<file path="src/rtl/dmem_pkg.sv">
// Shared encodings, FSM state type and small helpers for the data-memory
// access controller.
package dmem_pkg;

    localparam logic [1:0] SIZE_BYTE = 2'b00;
    localparam logic [1:0] SIZE_HALF = 2'b01;
    localparam logic [1:0] SIZE_WORD = 2'b10;

    localparam logic PORT_CORE = 1'b0;
    localparam logic PORT_DBG  = 1'b1;

    typedef enum logic [1:0] {
        ST_IDLE   = 2'b00,
        ST_ACCESS = 2'b01,
        ST_RESP   = 2'b10
    } state_t;

    function automatic logic [1:0] port_bit(input logic id);
        return (id == PORT_DBG) ? 2'b10 : 2'b01;
    endfunction

    // Misalignment, unsupported size, or address bits above the backed range.
    function automatic logic req_error(input logic [1:0]  size,
                                       input logic [31:0] addr,
                                       input logic [31:0] hi_mask);
        logic err;
        case (size)
            SIZE_BYTE: err = 1'b0;
            SIZE_HALF: err = addr[0];
            SIZE_WORD: err = (addr[1:0] != 2'b00);
            default:   err = 1'b1;
        endcase
        return err | ((addr & hi_mask) != 32'd0);
    endfunction

endpackage

</file>
<file path="src/rtl/dmem_rr_arbiter.sv">
// Two-way request arbiter: round-robin against the last grant, or fixed
// priority to the core port.
module dmem_rr_arbiter
    import dmem_pkg::*;
#(
    parameter bit RR_EN = 1'b1
) (
    input  logic [1:0] req_valid,
    input  logic       last_grant,
    output logic       grant_valid,
    output logic       grant_id
);

    // Grant selection from the current request pattern
    always_comb begin
        grant_valid = 1'b0;
        grant_id    = PORT_CORE;
        case (req_valid)
            2'b01: begin
                grant_valid = 1'b1;
                grant_id    = PORT_CORE;
            end
            2'b10: begin
                grant_valid = 1'b1;
                grant_id    = PORT_DBG;
            end
            2'b11: begin
                grant_valid = 1'b1;
                if (RR_EN) begin
                    grant_id = ~last_grant;
                end else begin
                    grant_id = PORT_CORE;
                end
            end
            default: begin
                grant_valid = 1'b0;
                grant_id    = PORT_CORE;
            end
        endcase
    end

endmodule

</file>
<file path="src/rtl/dmem_access_ctrl.sv">
// Shares the single-port data memory between the core LSU (port 0) and the
// loader/debug port (port 1); one transaction in flight at a time.
module dmem_access_ctrl
    import dmem_pkg::*;
#(
    parameter int ADDR_BITS = 12,
    parameter bit RR_EN     = 1'b1
) (
    input  logic        clk,
    input  logic        reset,
    input  logic [1:0]  req_valid,
    output logic [1:0]  req_ready,
    input  logic [1:0]  req_we,
    input  logic [63:0] req_addr,
    input  logic [63:0] req_wdata,
    input  logic [3:0]  req_size,
    input  logic [1:0]  req_unsigned,
    output logic [1:0]  rsp_valid,
    input  logic [1:0]  rsp_ready,
    output logic [31:0] rsp_rdata,
    output logic        rsp_err,
    output logic [31:0] mem_address,
    output logic [31:0] mem_write_data,
    output logic        mem_read,
    output logic        mem_write,
    output logic [1:0]  mem_size,
    output logic        mem_unsigned,
    input  logic [31:0] mem_read_data
);

    localparam logic [31:0] HI_MASK = ~((32'd1 << ADDR_BITS) - 32'd1);

    state_t      state_r;
    state_t      next_state_s;
    logic        last_grant_r;
    logic        port_r;
    logic        we_r;
    logic        grant_valid_s;
    logic        grant_id_s;
    logic        accept_s;
    logic        rsp_done_s;
    logic        sel_we_s;
    logic [31:0] sel_addr_s;
    logic [31:0] sel_wdata_s;
    logic [1:0]  sel_size_s;
    logic        sel_uns_s;
    logic        sel_err_s;

    logic [1:0]  rsp_valid_r;
    logic [31:0] rsp_rdata_r;
    logic        rsp_err_r;
    logic [31:0] mem_address_r;
    logic [31:0] mem_write_data_r;
    logic        mem_read_r;
    logic        mem_write_r;
    logic [1:0]  mem_size_r;
    logic        mem_unsigned_r;

    dmem_rr_arbiter #(
        .RR_EN (RR_EN)
    ) u_arb (
        .req_valid   (req_valid),
        .last_grant  (last_grant_r),
        .grant_valid (grant_valid_s),
        .grant_id    (grant_id_s)
    );

    // Route the granted port's request fields and classify it
    always_comb begin
        if (grant_id_s == PORT_DBG) begin
            sel_we_s    = req_we[1];
            sel_addr_s  = req_addr[63:32];
            sel_wdata_s = req_wdata[63:32];
            sel_size_s  = req_size[3:2];
            sel_uns_s   = req_unsigned[1];
        end else begin
            sel_we_s    = req_we[0];
            sel_addr_s  = req_addr[31:0];
            sel_wdata_s = req_wdata[31:0];
            sel_size_s  = req_size[1:0];
            sel_uns_s   = req_unsigned[0];
        end
        sel_err_s = req_error(sel_size_s, sel_addr_s, HI_MASK);
    end

    // State register
    always_ff @(posedge clk or negedge reset) begin
        if (!reset) begin
            state_r <= ST_IDLE;
        end else begin
            state_r <= next_state_s;
        end
    end

    // Next-state logic; rejected requests skip the memory cycle
    always_comb begin
        next_state_s = state_r;
        case (state_r)
            ST_IDLE: begin
                if (accept_s) begin
                    next_state_s = sel_err_s ? ST_RESP : ST_ACCESS;
                end else begin
                    next_state_s = ST_IDLE;
                end
            end
            ST_ACCESS: next_state_s = ST_RESP;
            ST_RESP: begin
                if (rsp_done_s) begin
                    next_state_s = ST_IDLE;
                end else begin
                    next_state_s = ST_RESP;
                end
            end
            default: next_state_s = ST_IDLE;
        endcase
    end

    // Handshake decode per state; ready is offered to the granted port only
    always_comb begin
        req_ready  = 2'b00;
        accept_s   = 1'b0;
        rsp_done_s = 1'b0;
        case (state_r)
            ST_IDLE: begin
                if (grant_valid_s) begin
                    req_ready = port_bit(grant_id_s);
                    accept_s  = 1'b1;
                end else begin
                    req_ready = 2'b00;
                    accept_s  = 1'b0;
                end
            end
            ST_RESP:  rsp_done_s = rsp_ready[port_r];
            default: begin
                req_ready  = 2'b00;
                accept_s   = 1'b0;
                rsp_done_s = 1'b0;
            end
        endcase
    end

    // Request latch, memory-side registers and response register
    always_ff @(posedge clk or negedge reset) begin
        if (!reset) begin
            last_grant_r     <= PORT_DBG;
            port_r           <= PORT_CORE;
            we_r             <= 1'b0;
            rsp_valid_r      <= 2'b00;
            rsp_rdata_r      <= 32'd0;
            rsp_err_r        <= 1'b0;
            mem_address_r    <= 32'd0;
            mem_write_data_r <= 32'd0;
            mem_read_r       <= 1'b0;
            mem_write_r      <= 1'b0;
            mem_size_r       <= 2'b00;
            mem_unsigned_r   <= 1'b0;
        end else begin
            mem_read_r  <= 1'b0;
            mem_write_r <= 1'b0;
            if (accept_s) begin
                port_r       <= grant_id_s;
                we_r         <= sel_we_s;
                last_grant_r <= grant_id_s;
                rsp_err_r    <= sel_err_s;
                rsp_rdata_r  <= 32'd0;
                if (sel_err_s) begin
                    rsp_valid_r <= port_bit(grant_id_s);
                end else begin
                    // Buses only move on a real access so the memory never sees a rejected address
                    mem_address_r    <= sel_addr_s;
                    mem_write_data_r <= sel_wdata_s;
                    mem_size_r       <= sel_size_s;
                    mem_unsigned_r   <= sel_uns_s;
                    mem_read_r       <= ~sel_we_s;
                    mem_write_r      <= sel_we_s;
                end
            end else if (state_r == ST_ACCESS) begin
                rsp_valid_r <= port_bit(port_r);
                rsp_rdata_r <= we_r ? 32'd0 : mem_read_data;
            end else if (rsp_done_s) begin
                rsp_valid_r <= 2'b00;
            end
        end
    end

    assign rsp_valid      = rsp_valid_r;
    assign rsp_rdata      = rsp_rdata_r;
    assign rsp_err        = rsp_err_r;
    assign mem_address    = mem_address_r;
    assign mem_write_data = mem_write_data_r;
    assign mem_read       = mem_read_r;
    assign mem_write      = mem_write_r;
    assign mem_size       = mem_size_r;
    assign mem_unsigned   = mem_unsigned_r;

endmodule
</file>
<file path="config.mk">
export PLATFORM = sky130hd
export DESIGN_NAME = dmem_access_ctrl
export DESIGN_NICKNAME = d
export VERILOG_FILES = /design/src/rtl/dmem_pkg.sv /design/src/rtl/dmem_rr_arbiter.sv /design/src/rtl/dmem_access_ctrl.sv
export SDC_FILE = /design/constraint.sdc
export NUM_CORES = 1
export LEC_CHECK = 0
export BUFFER_PORTS_ARGS = -buffer_cell sky130_fd_sc_hd__buf_4
export CAP_MARGIN = 20
export CORE_AREA = 2 2 109 122
export DETAILED_ROUTE_END_ITERATION = 8
export DIE_AREA = 0 0 111 124
export GPL_ROUTABILITY_DRIVEN = 1
export PLACE_DENSITY = 0.75
export SETUP_SLACK_MARGIN = 0.02
export SLEW_MARGIN = 10
export SYNTH_ARGS = -nofsm -noshare
export SYNTH_HDL_FRONTEND = slang
export SYNTH_SLANG_ARGS = --single-unit
export TNS_END_PERCENT = 20
</file>
<file path="constraint.sdc">
create_clock -name clk -period 1.8 [get_ports clk]
set_clock_uncertainty 0.1 [all_clocks]
set_input_delay 0.18 -clock clk [delete_from_list [all_inputs] [get_ports clk]]
set_output_delay 0.18 -clock clk [all_outputs]
set_load 0.05 [all_outputs]
</file>
==> results.cfg, run 1 <==
[outcome]
status = finished with violations
violations = setup timing

[yosys]
async_flop_share_pct = 100.0
syn_nets = 502
postSynthAreaPerCell_sq_um = 14.94
synth_area_sq_mm = 0.004901
synth_ff_type = dfrtp_1
ys_types = 38
synth_cells = 328
ys_seq_area_share_pct = 55.68
yosys_warnings = 0
synth_edf_count = 0
ys_seq_elements = 109

[floorplan]
die_area_sq_mm = 0.01376
die_x_um = 111
start_util_pct = 39.43
rows = 43
pin_count = 280
die_y_um = 124
core_sq_mm = 0.01243

[power]
vdd_ir_drop_max_v = 0.0004345
power.density_mw_per_mm2 = 735.4
leakage_uw = 0.004226

[grt]
grt_pass1_vias = 4154
grt.overflow.total = 0
grt_pass1_wl_um = 21520
grt_max_degree = 62
grt_usage_pct = 20.13
antenna_found_initial = 0

[cells_and_area]
diodes = 0
drive_above_1_share_pct = 65.12
instances_no_fill = 825
final_util_pct = 64.99
nets = 837
stdcell_area_sq_mm = 0.008077
areaGrowthSynthToFinish_pct = 64.79

[worst_setup_path]
reg2reg_depth = 7
critical_path_required_ns = 1.92
crit_path_cell_trace = a21boi_4 -> nand4b_4 -> a21oi_4 -> nand2_4 -> inv_8 -> buf_12 -> mux2_4
worst_path_max_delay_cell = dfstp_2
timing.rr.end = mem_address[8]$_DFFE_PN0N_
cpPeakStageDelay_ns = 0.56
timing.rr.start = last_grant_r$_DFFE_PN1P_
crit_type = flip-flop to flip-flop
critPathTopFamily = flip-flops
cp-end-kind = flip-flop
worst-r2r-setup-slack_ns = -0.13
critPathBufInv = 2
startpoint_type = flip-flop
path_max_fanout = 15
crit_arrival_ns = 2.05

[clock_tree]
tritoncts = built
cts_max_path_buffers = 2
cts_buffers = 9
cts-root-buf = clkbuf_16
clk_latency_ns = 0.34
htree_levels = 3
clkTransAtPathRegs_ns = 0.07
clock_sinks = 109

[sta]
fmax_mhz = 516.9
tightest_slew_ns = 0.3811
rsz0062_at_grt = true
drv_slew = 0
finalSetupViolCount = 48
setup_tns_ns = -5.389
finalHoldViolations = 0
min_period_ns = 1.935
fin_crit_sh_pct = 107.5
setup_slack_ns = -0.1348
fin_hold_ws_ns = 0.05343
worst_slew_margin_rel_pct = 74.36

[routing]
dr.pass1.iters = 4
via_per_inst = 4.827
route.detailed.drc = 0
wl_per_cell_um = 17.10
drt_iter0_markers = 128
ant_nets = 0
drt_wl_total_um = 14110
vias = 3982

[min_path]
hold_depth = 3
min_to = mem_write$_DFF_PN0_
hold_path.class = input pin to flip-flop
hold_start = req_we[1]

[job]
maxCapViolCount = 0

[placed_design]
place_inst = 775
place_area_sq_mm = 0.007381
gp_congestion = 0.8628
place.detailed.hpwl_um = 10740
portBuffers = 279
==> synth_stat cells, types with 2 or more instances <==
| library cell | number | area, sq um |
|---|---|---|
| a22o_1 | 32 | 280.3 |
| nand2b_1 | 2 | 12.51 |
| nor4_1 | 7 | 43.79 |
| inv_1 | 2 | 7.510 |
| mux2_4 | 40 | 600.6 |
| clkbuf_1 | 10 | 37.54 |
| mux2_1 | 6 | 67.56 |
| buf_12 | 4 | 80.08 |
| nand2_1 | 2 | 7.510 |
| nand4_1 | 2 | 12.51 |
| nor4_2 | 3 | 37.54 |
| nor2_1 | 4 | 15.01 |
| a21o_1 | 2 | 15.01 |
| and2_1 | 22 | 137.6 |
| a21oi_1 | 5 | 25.02 |
| o21ai_0 | 5 | 25.02 |
| buf_2 | 4 | 20.02 |
| mux2i_1 | 5 | 50.05 |
| dfrtp_1 | 108 | 2703 |
| mux2_2 | 45 | 506.7 |
==> routing by layer <==
layer | up-vias | GRT usage (%) | wire [um]
li1 | 1867 | - | -
met1 | 1905 | 23.40 | 5624
met2 | 190 | 35.16 | 7139
met3 | 20 | 6.034 | 1100
met4 | 0 | 8.281 | 244
met5 | - | 0 | 0
==> power breakdown <==
| part | switching, uW | total, uW | internal (uW) |
|---|---|---|---|
| registers | 71.6 | 2590 | 2520 |
| logic | 620 | 1360 | 739 |
| clock network | 833 | 1990 | 1150 |
| total | 1520 | 5940 | 4410 |
==> worst max-delay path by stage <==
stage / start / to / slack, ns / depth (start not counted)
after floorplan: last_grant_r$_DFFE_PN1P_ / mem_address[1]$_DFFE_PN0N_ / -0.14 / 8
after global placement: req_addr[12] / mem_address[4]$_DFFE_PN0N_ / -0.20 / 9
after detailed placement: req_addr[14] / mem_address[9]$_DFFE_PN0N_ / -0.24 / 9
after CTS: last_grant_r$_DFFE_PN1P_ / mem_address[9]$_DFFE_PN0N_ / -0.15 / 7
after global routing: last_grant_r$_DFFE_PN1P_ / mem_address[11]$_DFFE_PN0N_ / -0.20 / 7
final: last_grant_r$_DFFE_PN1P_ / mem_address[8]$_DFFE_PN0N_ / -0.13 / 7
==> sequential cells by signal (all words and copies together) (netlist names) <==
register,cells
last_grant_r,1
mem_address,32
mem_read,1
mem_size,2
mem_unsigned,1
mem_write,1
mem_write_data,32
port_r,1
rsp_err,1
rsp_rdata,32
rsp_valid,2
state_r,2
we_r,1
==> cells in the final DEF (no fill, tap or decap), drive strengths merged, types with 3 or more instances in the layout <==
master	n
nor4	10
nor2	4
nand4	3
nand2	3
dlygate4sd3	33
mux2	91
mux2i	6
o21ai	6
inv	3
a21oi	6
clkbuf	11
buf	311
dfrtp	108
a22o	32
and2	22
==> final cells by class <==
| class | instances | area [sq um] |
|---|---|---|
| clock inverter | 5 | 58.81 |
| clock buffer | 11 | 252.7 |
| fill | 887 | 4352 |
| timing repair buffer | 344 | 2764 |
| inverter | 3 | 18.77 |
| tap | 157 | 196.4 |
| sequential | 109 | 2730 |
| multi-input combinational | 196 | 2056 |
==> kinds of logic after synthesis <==
| family | Yosys count | synth area share [%] |
|---|---|---|
| flip-flops | 109 | 55.68 |
| multiplexers | 97 | 25.45 |
| AO/OA/AOI/OAI | 52 | 8.553 |
| AND/OR/NAND/NOR | 47 | 6.663 |
| buffers and inverters | 23 | 3.651 |
==> timing repair <==
item / CTS / global route
gates resized for setup: 5 / 6
hold buffers: 33 / 0
endpoints found under the setup margin: 49 / 71
setup buffers: 1 / 0
endpoints found under the hold margin: 141 / 0
==> stage by stage <==
step | setup slack [ns] | total power, uW
3_5_place_dp | -0.2376 | 3875
2_1_floorplan | -0.1434 | 3250
6_report | -0.1348 | 5940
3_3_place_gp | -0.2025 | 3850
5_1_grt | -0.1952 | 6211
4_1_cts | -0.1452 | 5951
==> tightest hold or removal path: cells and delay by family <==
| family | cells | cell delay [ns] |
|---|---|---|
| buffers and inverters | 1 | 0.08 |
| AND/OR/NAND/NOR | 1 | 0.10 |
| multiplexers | 1 | 0.09 |
Note: power is estimated with default switching activity, not from simulation.
==> run 2, diff against run 1 <==
ABC_CLOCK_PERIOD_IN_PS = 1800   (was not set)
CELL_PAD_IN_SITES_DETAIL_PLACEMENT = 1   (was not set)
CELL_PAD_IN_SITES_GLOBAL_PLACEMENT = 2   (was not set)
CORE_AREA = 2 2 140 155   (was 2 2 109 122)
CTS_BUF_LIST = sky130_fd_sc_hd__clkbuf_16   (was not set)
DIE_AREA = 0 0 142 157   (was 0 0 111 124)
PLACE_DENSITY = not set   (was 0.75)
PLACE_DENSITY_LB_ADDON = 0.1   (was not set)
==> run 2 against run 1 <==
  * The flow still finishes with violations (setup timing)
  * Setup slack worse by 0.046 ns
  * Register-to-register slack worse by 0.05 ns
  * Worst hold slack worse by 0.0037 ns
  * First-iteration DRC count down 7.8%
  * Cell area up 3.3%
  * Largest cell class unchanged
  * Critical endpoint is now rsp_valid[1]$_DFFE_PN0P_
  * Total power about the same
  * Clock power down 4%
  * Flip-flop and latch count unchanged
  * Clock-buffer cell count down 2
  * Via count up 0.75%
  * Combinational power up 7%
==> results.cfg, run 2 (synthesis results as in run 1) <==
[worst_setup_path]
startpoint_type = flip-flop
path_max_fanout = 5
critical_path_required_ns = 1.96
timing.rr.end = rsp_valid[1]$_DFFE_PN0P_
reg2reg_depth = 8
timing.rr.start = last_grant_r$_DFFE_PN1P_
crit_arrival_ns = 2.14
crit_type = flip-flop to flip-flop
worst-r2r-setup-slack_ns = -0.18
cp-end-kind = flip-flop
startpoint = last_grant_r$_DFFE_PN1P_

[floorplan]
start_util_pct = 23.82
core_sq_mm = 0.02058
die_y_um = 157
rows = 55
pin_count = 280
die_area_sq_mm = 0.02229
die_x_um = 142

[routing]
route.detailed.drc = 0
ant_nets = 0
drt_wl_total_um = 16930
via_per_inst = 4.305
vias = 4012
dr.pass1.iters = 4
drt_iter0_markers = 118
wl_per_cell_um = 18.16

[min_path]
hold_start = req_addr[0]
hold_path.class = input pin to flip-flop
hold_depth = 3
min_to = mem_address[0]$_DFFE_PN0N_

[placed_design]
place_inst = 875
place.detailed.hpwl_um = 12540
portBuffers = 279
pre_cts_slack_ns = -0.3033
gp_congestion = 0.7659

[grt]
grt.overflow.total = 0
grt_pass1_wl_um = 25310
grt_usage_pct = 14.74
grt_max_degree = 67
grt_pass1_vias = 4495
antenna_found_initial = 0

[sta]
finalSetupViolCount = 53
rsz0062_at_grt = true
finalHoldViolations = 0
tightest_slew_ns = 0.3640
drv_slew = 0
setup_slack_ns = -0.1811
fin_crit_sh_pct = 110.1
fmax_mhz = 504.8
min_period_ns = 1.981
worst_slew_margin_rel_pct = 75.04
setup_tns_ns = -6.979

[clock_tree]
clkTransAtPathRegs_ns = 0.08
clock_sinks = 109
cts_max_path_buffers = 2
tritoncts = built
clk_latency_ns = 0.35
cts_buffers = 9
cts-root-buf = clkbuf_16
htree_levels = 3

[cells_and_area]
mostFrequentLayoutCells = 299 x buf_4, 108 x dfrtp_1, 46 x mux2_4
areaGrowthSynthToFinish_pct = 70.18
diodes = 0
nets = 845
drive_above_1_share_pct = 65.38
final_common_cell = buf_4
instances_no_fill = 932

[job]
maxCapViolCount = 0

[power]
leakage_uw = 0.004293
vdd_ir_drop_max_v = 0.0005396
power.density_mw_per_mm2 = 711.9

[outcome]
violations = setup timing
status = finished with violations
[run 2: metrics by stage]
step	total power, uW	utilization (%)	cell area (sq um)	hold WS, ns
after floorplan	3250	-	4923	-0.2156
after global placement	3877	36.57	7525	0.08723
after detailed placement	3903	36.57	7525	0.09493
after CTS	5949	39.63	8154	0.03468
after global routing	6227	40.54	8341	0.06220
final	5937	40.54	8341	0.04969
[run 2: layout make-up]
class / instances / area (sq um)
fill: 2191 / 12240
timing repair buffer: 351 / 2930
sequential: 109 / 2729
multi-input combinational: 196 / 2054
tap: 256 / 320.3
clock buffer: 9 / 225.2
clock inverter: 7 / 48.80
inverter: 3 / 23.77
timing repair inverter: 1 / 8.758
[run 2: what timing repair did]
item	in CTS	in global routing
resized for setup	7	8
hold buffers	33	0
buffers inserted	2	4
setup endpoints to repair	74	76
pin swaps	1	4
gates cloned	0	5
hold endpoints to repair	141	0
[run 2: report_power, final]
part / leakage, uW / switching, uW / internal [uW] / total [uW]
Sequential: 0.00151 / 62.4 / 2520 / 2580
Clock: 0.000137 / 959 / 949 / 1910
Combinational: 0.00265 / 675 / 774 / 1450
Total: 0.00429 / 1700 / 4240 / 5940
[run 2: worst max path at each step]
stage / end / depth (start not counted) / slack [ns]
after global placement: mem_address[1]$_DFFE_PN0N_ / 9 / -0.28
final: rsp_valid[1]$_DFFE_PN0P_ / 8 / -0.18
after floorplan: mem_address[1]$_DFFE_PN0N_ / 8 / -0.14
after global routing: mem_address[1]$_DFFE_PN0N_ / 8 / -0.25
after detailed placement: mem_write_data[5]$_DFFE_PN0N_ / 9 / -0.30
after CTS: mem_write_data[5]$_DFFE_PN0N_ / 5 / -0.22
[run 2: metal layers]
metal | track usage [%] | up-vias | wire length, um | share of wire [%]
li1 | - | 1880 | - | -
met1 | 17.56 | 1965 | 6921 | 41
met2 | 25.86 | 152 | 8717 | 51
met3 | 3.803 | 15 | 1002 | 5.9
met4 | 4.905 | 0 | 286 | 1.7
met5 | 0 | - | 0 | 0
[run 2: worst max-delay path: stages, from the launching register on]
cell and delay [ns]:
dfstp_2 0.56, a21boi_4 0.08, buf_12 0.14, mux2i_4 0.19, nand2_4 0.14, clkinv_8 0.11, clkbuf_16 0.18, buf_4 0.15
o32ai_2 0.24
==> run 3, diff against run 2 <==
ABC_CLOCK_PERIOD_IN_PS = 2500   (was 1800)
CORE_AREA = 2 2 127 142   (was 2 2 140 155)
CTS_BUF_LIST = not set   (was sky130_fd_sc_hd__clkbuf_16)
DIE_AREA = 0 0 129 144   (was 0 0 142 157)
clock period = 2.5 ns   (was 1.8 ns; I/O delays follow)
==> run 3 against run 2 <==
  * The run now ends clean
  * Setup slack improved by 0.49 ns
  * Register-to-register slack improved by 0.49 ns
  * Combinational power decreased by 39%
  * Sequential share of layout area increased by 2.3 points
  * Non-clock buffer count decreased by 43
  * Global-route usage increased by 1.6 points
  * Clock power decreased by 18%
  * Fmax decreased by 9.5%
  * Critical path type unchanged
  * Largest power group unchanged
  * Highest routed layer unchanged
==> results.cfg, run 3 (synthesis results as in run 1) <==
[grt]
grt_max_degree = 55
antenna_found_initial = 0
grt_pass1_vias = 4273
grt_usage_pct = 16.35
grt_pass1_wl_um = 23160
grt.overflow.total = 0

[clock_tree]
cts_resized = 0
clkTransAtPathRegs_ns = 0.08
cts_buffers = 9
clk_latency_ns = 0.35
cts-root-buf = clkbuf_16
htree_levels = 3
tritoncts = built
clock_sinks = 109
cts_max_path_buffers = 2

[worst_setup_path]
crit_type = flip-flop to flip-flop
path_max_fanout = 18
startpoint_type = flip-flop
critical_path_required_ns = 2.64
crit_arrival_ns = 2.32
cp-end-kind = flip-flop

[routing]
drt_iter0_markers = 126
via_per_inst = 4.439
route.detailed.drc = 0
wl_per_cell_um = 17.40
dr.pass1.iters = 4
vias = 3862
drt_wl_total_um = 15140
ant_nets = 0

[sta]
tightest_slew_ns = 0.5655
setup_tns_ns = 0
fin_hold_ws_ns = 0.01552
setup_slack_ns = 0.3110
finalHoldViolations = 0
drv_slew = 0
fin_crit_sh_pct = 87.56
rsz0062_at_grt = false
fmax_mhz = 456.8
worst_slew_margin_rel_pct = 61.90
min_period_ns = 2.189
finalSetupViolCount = 0

[placed_design]
place.detailed.hpwl_um = 11620
pre_cts_slack_ns = 0.1836
portBuffers = 279
gp_congestion = 0.7957

[outcome]
status = finished clean

[power]
power_uw = 4306
power.density_mw_per_mm2 = 553.2
vdd_ir_drop_max_v = 0.0003075
leakage_uw = 0.004046

[floorplan]
core_sq_mm = 0.01729
die_x_um = 129
die_area_sq_mm = 0.01858
rows = 51
die_y_um = 144
pin_count = 280
start_util_pct = 28.34

[cells_and_area]
nets = 801
final_common_cell = buf_4
final-seq-area_sq_mm = 0.002729
diodes = 0
areaGrowthSynthToFinish_pct = 58.82
multi_input_area_sq_mm = 0.002003
fill_cells = 1833
mostFrequentLayoutCells = 287 x buf_4, 108 x dfrtp_1, 45 x mux2_2
drive_above_1_share_pct = 64.08

[job]
maxCapViolCount = 0

[min_path]
hold_path.class = input pin to flip-flop
==> run 3: changes by cell type in the layout (fill, tap and decap cells not counted), sizes merged <==
cell and delta:
clkbuf -4, clkinv -1, inv -2, bufinv +2, dlygate4sd3 -16, buf -23
==> run 3: critical path, cell delays in order, from the launching register on <==
cell and delay [ns]:
dfstp_2 0.39, a21boi_4 0.37, nand4_2 0.21, a21oi_4 0.23
nand2_4 0.09, inv_8 0.17, buf_12 0.19, mux2_4 0.31
==> run 3: per-stage QoR <==
step | instance area, sq um | utilization [%] | std cells
after floorplan | 4901 | - | 328
after global placement | 7283 | 42.12 | 837
after detailed placement | 7283 | 42.12 | 837
after CTS | 7784 | 45.01 | 870
after global routing | 7784 | 45.01 | 870
final | 7784 | 45.01 | 870
==> run 3: cell type report <==
cell class / instances / area share (%)
sequential: 109 / 35.06
timing repair buffer: 308 / 30.90
multi-input combinational: 196 / 25.74
tap: 238 / 3.826
clock buffer: 9 / 2.893
clock inverter: 7 / 1.350
inverter: 3 / 0.2411
==> run 3: power by group <==
part	total (uW)	internal, uW	switching (uW)
Sequential	1850	1810	39.3
Combinational	879	445	434
Clock	1570	892	681
==> run 3: routing by layer <==
layer | GRT usage (%) | part of all wire, % | wire, um | vias up
met2 | 28.18 | 52 | 7855 | 147
met3 | 4.883 | 7.3 | 1102 | 15
li1 | - | - | - | 1793
met4 | 6.465 | 1.7 | 256 | 0
met1 | 19.08 | 39 | 5920 | 1907
met5 | 0 | 0 | 0 | -
==> run 3: path summary, 6_finish.rpt <==
path | from | endpoint | slack (ns) | cells after the start
setup / recovery | last_grant_r$_DFFE_PN1P_ | mem_write_data[2]$_DFFE_PN0N_ | 0.31 | 7
max in group asynchronous | reset | rsp_rdata[25]$_DFFE_PN0P_ | 1.29 | 3
setup reg to reg | last_grant_r$_DFFE_PN1P_ | mem_write_data[2]$_DFFE_PN0N_ | 0.31 | 7
hold / removal | mem_read_data[17] | rsp_rdata[17]$_DFFE_PN0P_ | 0.02 | 2
hold reg to reg | mem_address[16]$_DFFE_PN0N_ | mem_address[16]$_DFFE_PN0N_ | 0.39 | 1
min in group asynchronous | reset | rsp_rdata[29]$_DFFE_PN0P_ | 0.32 | 2
==> run 3: timing repair <==
action | in CTS | in global routing
hold buffers | 17 | 0
buffers inserted | 0 | 0
hold endpoints to repair | 52 | 0
